File: config.mk
export PLATFORM = sky130hd
export DESIGN_NAME = rank_filter_sequencer
export DESIGN_NICKNAME = d
export VERILOG_FILES = /design/src/rtl/rank_filter_pkg.sv /design/src/rtl/valid_index_delay.sv /design/src/rtl/rank_filter_sequencer.sv
export SDC_FILE = /design/constraint.sdc
export NUM_CORES = 1
export LEC_CHECK = 0
export CAP_MARGIN = 10
export CORE_MARGIN = 10
export CORE_UTILIZATION = 50
export DETAILED_ROUTE_END_ITERATION = 10
export DONT_BUFFER_PORTS = 1
export GPL_ROUTABILITY_DRIVEN = 0
export PLACE_DENSITY_LB_ADDON = 0.12
export SYNTH_ARGS = -nofsm -noshare
export SYNTH_HDL_FRONTEND = slang
export SYNTH_SLANG_ARGS = --single-unit
File: constraint.sdc
create_clock -name clk -period 4.4 [get_ports clk]
set_input_delay 0.66 -clock clk [delete_from_list [all_inputs] [get_ports clk]]
set_output_delay 0.66 -clock clk [all_outputs]
set_load 0.02 [all_outputs]
File: src/rtl/rank_filter_pkg.sv
// Shared constants and FSM encoding for the masked rank-order filter slice.
package rank_filter_pkg;

  localparam int N           = 31;
  localparam int ADDR_BITS   = 8;
  localparam int NUM_SAMPLES = 255;
  // Sample value loaded into window slots that have not yet seen real input.
  localparam logic [7:0] NO_INPUT = 8'h00;
  localparam int RANK_DEFAULT = N / 2 + 1;

  typedef enum logic [2:0] {
    ST_IDLE,
    ST_CLEAR,
    ST_FETCH,
    ST_DRAIN,
    ST_DONE
  } seq_state_t;

endpackage

File: src/rtl/valid_index_delay.sv
// Depth-D shift register carrying a {valid, index} tuple; index is zeroed when not valid.
module valid_index_delay #(
  parameter int unsigned D = 1,
  parameter int unsigned W = 8
) (
  input  logic         clk,
  input  logic         rst,
  input  logic         in_valid,
  input  logic [W-1:0] in_index,
  output logic         out_valid,
  output logic [W-1:0] out_index
);

  logic [D-1:0] v;
  logic [W-1:0] idx [D];

  always_ff @(posedge clk or posedge rst) begin
    if (rst) begin
      v <= '0;
      for (int unsigned i = 0; i < D; i++) idx[i] <= '0;
    end else begin
      v[0]   <= in_valid;
      idx[0] <= in_valid ? in_index : '0;
      for (int unsigned i = 1; i < D; i++) begin
        v[i]   <= v[i-1];
        idx[i] <= idx[i-1];
      end
    end
  end

  assign out_valid = v[D-1];
  assign out_index = idx[D-1];

endmodule

File: src/rtl/rank_filter_sequencer.sv
// Run sequencer for the rank-order filter: ROM fetch, filter enable, RAM write-back,
// plus the free-running display readback address.
module rank_filter_sequencer #(
  parameter int N           = rank_filter_pkg::N,
  parameter int ADDR_BITS   = rank_filter_pkg::ADDR_BITS,
  parameter int NUM_SAMPLES = rank_filter_pkg::NUM_SAMPLES,
  parameter int ROM_LAT     = 1,
  parameter int FILT_LAT    = 1
) (
  input  logic                 clk,
  input  logic                 rst,
  input  logic                 start,
  input  logic                 step_up,
  input  logic                 step_down,
  output logic [ADDR_BITS-1:0] rom_addr,
  output logic                 filt_clr,
  output logic                 filt_en,
  output logic                 ram_we,
  output logic [ADDR_BITS-1:0] ram_waddr,
  output logic [ADDR_BITS-1:0] rd_addr,
  output logic                 busy,
  output logic                 done
);

  import rank_filter_pkg::*;

  // One spare bit keeps NUM_SAMPLES = 2**ADDR_BITS representable.
  localparam int CNT_W = ADDR_BITS + 1;
  localparam logic [CNT_W-1:0]     LAST_CNT = CNT_W'(NUM_SAMPLES - 1);
  localparam logic [ADDR_BITS-1:0] LAST_IDX = ADDR_BITS'(NUM_SAMPLES - 1);

  seq_state_t           state;
  logic [CNT_W-1:0]     cnt;
  logic                 issue_valid;
  logic                 rom_v;
  logic [ADDR_BITS-1:0] rom_idx;

  assign issue_valid = (state == ST_FETCH);

  valid_index_delay #(.D(ROM_LAT), .W(ADDR_BITS)) u_rom_delay (
    .clk       (clk),
    .rst       (rst),
    .in_valid  (issue_valid),
    .in_index  (rom_addr),
    .out_valid (rom_v),
    .out_index (rom_idx)
  );

  valid_index_delay #(.D(FILT_LAT), .W(ADDR_BITS)) u_filt_delay (
    .clk       (clk),
    .rst       (rst),
    .in_valid  (rom_v),
    .in_index  (rom_idx),
    .out_valid (ram_we),
    .out_index (ram_waddr)
  );

  assign filt_en = rom_v;

  always_ff @(posedge clk or posedge rst) begin
    if (rst) begin
      state    <= ST_IDLE;
      cnt      <= '0;
      rom_addr <= '0;
      filt_clr <= 1'b0;
      busy     <= 1'b0;
      done     <= 1'b0;
    end else begin
      case (state)
        ST_IDLE, ST_DONE: begin
          if (start) begin
            state    <= ST_CLEAR;
            cnt      <= '0;
            rom_addr <= '0;
            filt_clr <= 1'b1;
            busy     <= 1'b1;
            done     <= 1'b0;
          end
        end
        ST_CLEAR: begin
          state    <= ST_FETCH;
          filt_clr <= 1'b0;
        end
        ST_FETCH: begin
          if (cnt == LAST_CNT) begin
            state <= ST_DRAIN;
          end else begin
            cnt      <= cnt + 1'b1;
            rom_addr <= ADDR_BITS'(cnt + 1'b1);
          end
        end
        ST_DRAIN: begin
          // The last tuple leaving the delay line is the final RAM write.
          if (ram_we && ram_waddr == LAST_IDX) begin
            state <= ST_DONE;
            busy  <= 1'b0;
            done  <= 1'b1;
          end
        end
        default: state <= ST_IDLE;
      endcase
    end
  end

  always_ff @(posedge clk or posedge rst) begin
    if (rst) begin
      rd_addr <= '0;
    end else if (step_up && !step_down) begin
      rd_addr <= rd_addr + 1'b1;
    end else if (step_down && !step_up) begin
      rd_addr <= rd_addr - 1'b1;
    end
  end

endmodule

==> flow_summary.yaml <==
sta:
  skew_ns: 0.0113
  timing.final.crit_share: 0.516
  tns_ns: 0
  fmax_mhz: 440
  rsz0062_at_grt: "false"
  worst_pin_slew_ns: 0.611
  drv_slew: 0
  setup_viol: 0
  max-slew-margin-rel: 0.589
  period_minus_slack_ns: 2.27
  finalHoldViolCount: 0
worst_setup_path:
  reg2reg_from: "rd_addr[0]"
  cp_max_fo: 8
  reg2regPathDepth: 6
  r2r_end: "rd_addr[6]"
  worst_ep_required_time_ns: 4.58
  critPathLaunchType: "input port"
  endpoint_kind: "flop"
  crit_type: "input port to flop"
  r2r_slack_ns: 2.43
  cp.arrival_ns: 2.46
grt:
  grt_pass1_wl_um: 6680
  grtUsageMet1: 0.133
  grtUsageTotal: 0.115
  grtUsageMet3: 0.0527
  grt_pass1_vias: 1346
  busiest_layer: "met2"
  met2_usage: 0.183
  grt.overflow.total: 0
  grt_max_degree: 28
  grt_antenna_before_repair: 0
clocking:
  cts_hold_repair.buffers: 0
  post-cts-setup-buffers: 0
  cts_buffers: 5
  insertion_delay_ns: 0.30
  cts_root_buf: "clkbuf_8"
  ctsHtreeMaxLevel: 2
  clockBufferDepth: 2
  tritoncts: "yes"
  ctsResizeCount: 0
  clk_pin_slew_ns: 0.08
  clkSinkCount: 41
finish:
  antennaDiodeCount: 0
  final_nets: 202
  finish.utilization: 0.537
  layout-drive-gt1-share: 0.112
  fillers: 366
  ff_latch_area_um2: 1030
  syn2layout_area_growth_pct: 5.25
  multi_input_area_um2: 875
pwr:
  p_leak_nw: 0.968
  powerDensity_nw_per_um2: 649
  max-vdd-ir-drop_mv: 0.305
synthesis:
  yosysTopAreaCell: "dfrtp_1"
  synthCells: 191
  yosysUniqueCellTypes: 43
  netlist.area_leader.share: 0.506
  syn_area_per_cell_um2: 10.6
  synth-edff-count: 0
  netlist_area_um2: 2030
  ys_top_cells_by_area: "dfrtp_1 (51%), ha_1 (5.6%), and2_1 (4.9%)"
  synthFlopType: "dfrtp_1"
  synthesis.nets: 206
  synth_seq_cells: 41
  ys_warn_count: 0
  async_reset_ff_frac: 1.00
  seq_area_frac_synth: 0.506
die:
  die-area_um2: 7000
  start_util: 0.510
  die_w_um: 83.7
  fp-row-count: 23
  die_y_um: 83.7
  core_area_um2: 3970
  io_pins: 34
drt:
  drcViolationCount: 0
  vias_per_cell: 5.61
  num_vias: 1334
  avgRoutedWirePerCell_um: 16.1
  routed_wl_um: 3820
  first_pass_iters: 4
  drtIter0Drc: 80
  ant_nets: 0
placement:
  port_buffers: 0
  dpl.hpwl_um: 2870
worst_hold_path:
  min-delay-path-class: "input port to async pin"
flow_run:
  max_cap_viol_count: 0
outcome:
  status: "finished clean"
-- stage by stage --
stage | setup WS, ns | power (mW) | cells | hold WS [ns] | instance area (um^2)
CTS | 2.14 | 1.40 | 238 | 0.315 | 2130
floorplan | 2.04 | 1.01 | 191 | 0.428 | 2030
global placement | 1.94 | 1.07 | 230 | 0.438 | 2010
finish | 2.13 | 1.38 | 238 | 0.301 | 2130
global route | 1.98 | 1.50 | 238 | 0.352 | 2130
detailed placement | 1.82 | 1.08 | 230 | 0.441 | 2010
-- synthesized netlist by cell type (3+ instances only) --
cell type	n
ha_1	9
o21bai_1	3
nand4_1	3
a21oi_1	7
and2_1	16
o21ai_0	10
nor2_1	10
and3_1	3
nand2_1	18
xnor2_1	5
dfrtp_1	41
buf_4	8
o21ai_1	13
inv_1	6
nor3_1	3
-- metal layers --
metal / vias to the layer above / wire (um)
li1: 651 / -
met1: 647 / 1660
met2: 31 / 1830
met3: 5 / 281
met4: 0 / 48
met5: - / 0
-- final cells by class --
class                           instances  share of cell area
Sequential cell                        41               0.481
Multi-Input combinational cell        130               0.410
Clock buffer                            6              0.0387
Tap cell                               50              0.0293
Inverter                                8              0.0199
Clock inverter                          2              0.0176
Timing Repair Buffer                    1             0.00352
-- cells by family after synthesis --
family | Yosys count | share of synthesized area
and+or+nand+nor | 62 | 0.162
AOI/OAI and AO/OA | 50 | 0.168
DFF | 41 | 0.506
buffers and inverters | 20 | 0.0623
adders and majority gates | 10 | 0.0654
xor gates and xnor gates | 7 | 0.0302
muxes | 1 | 0.00556
-- how the worst max path moves through the flow --
| stage | from | endpoint | slack (ns) |
|---|---|---|---|
| 3_5_place_dp | step_down | rd_addr[7] | 1.82 |
| 4_1_cts | step_down | rd_addr[7] | 2.14 |
| 2_1_floorplan | step_down | rd_addr[7] | 2.04 |
| 3_3_place_gp | step_down | rd_addr[7] | 1.94 |
| 5_1_grt | step_down | rd_addr[7] | 1.98 |
| 6_report | step_down | rd_addr[7] | 2.13 |
-- power by group --
group	leakage, nW	switching (mW)	total [mW]	internal, mW
registers	0.527	0.186	0.644	0.458
clock network	0.0574	0.129	0.313	0.184
logic	0.383	0.233	0.426	0.193
total	0.968	0.548	1.38	0.836
-- critical path, cell delays in order --
cell,delay (ns)
inv_1,0.02
ha_1,0.22
inv_1,0.27
ha_1,0.35
a21oi_1,0.23
o21bai_1,0.16
a211oi_2,0.23
xnor2_1,0.09
a22o_1,0.21
-- sequential cells by signal, indices dropped and copies added (netlist names) --
name,flops
state,3
rom_addr,7
rd_addr,8
busy,1
u_filt_delay.out_valid,1
done,1
filt_clr,1
u_rom_delay.out_valid,1
u_rom_delay.out_index,8
u_filt_delay.out_index,8
cnt,2
-- layout by cell type (no fill, tap or decap), types with 2 or more instances in the layout --
cell and instances:
a211oi_2 2, a21oi_1 7, a31oi_1 2, and2_1 16, and3_1 3, clkbuf_8 6, dfrtp_1 41, ha_1 9
inv_1 6, nand2_1 18, nand3_1 2, nand3b_1 2, nand4_1 3, nand4b_1 2, nor2_1 10, nor3_1 3
o21ai_0 10, o21ai_1 13, o21ai_2 2, o21bai_1 3, xnor2_1 5, xor2_1 2
No activity file was read; power rests on OpenSTA's default activity.
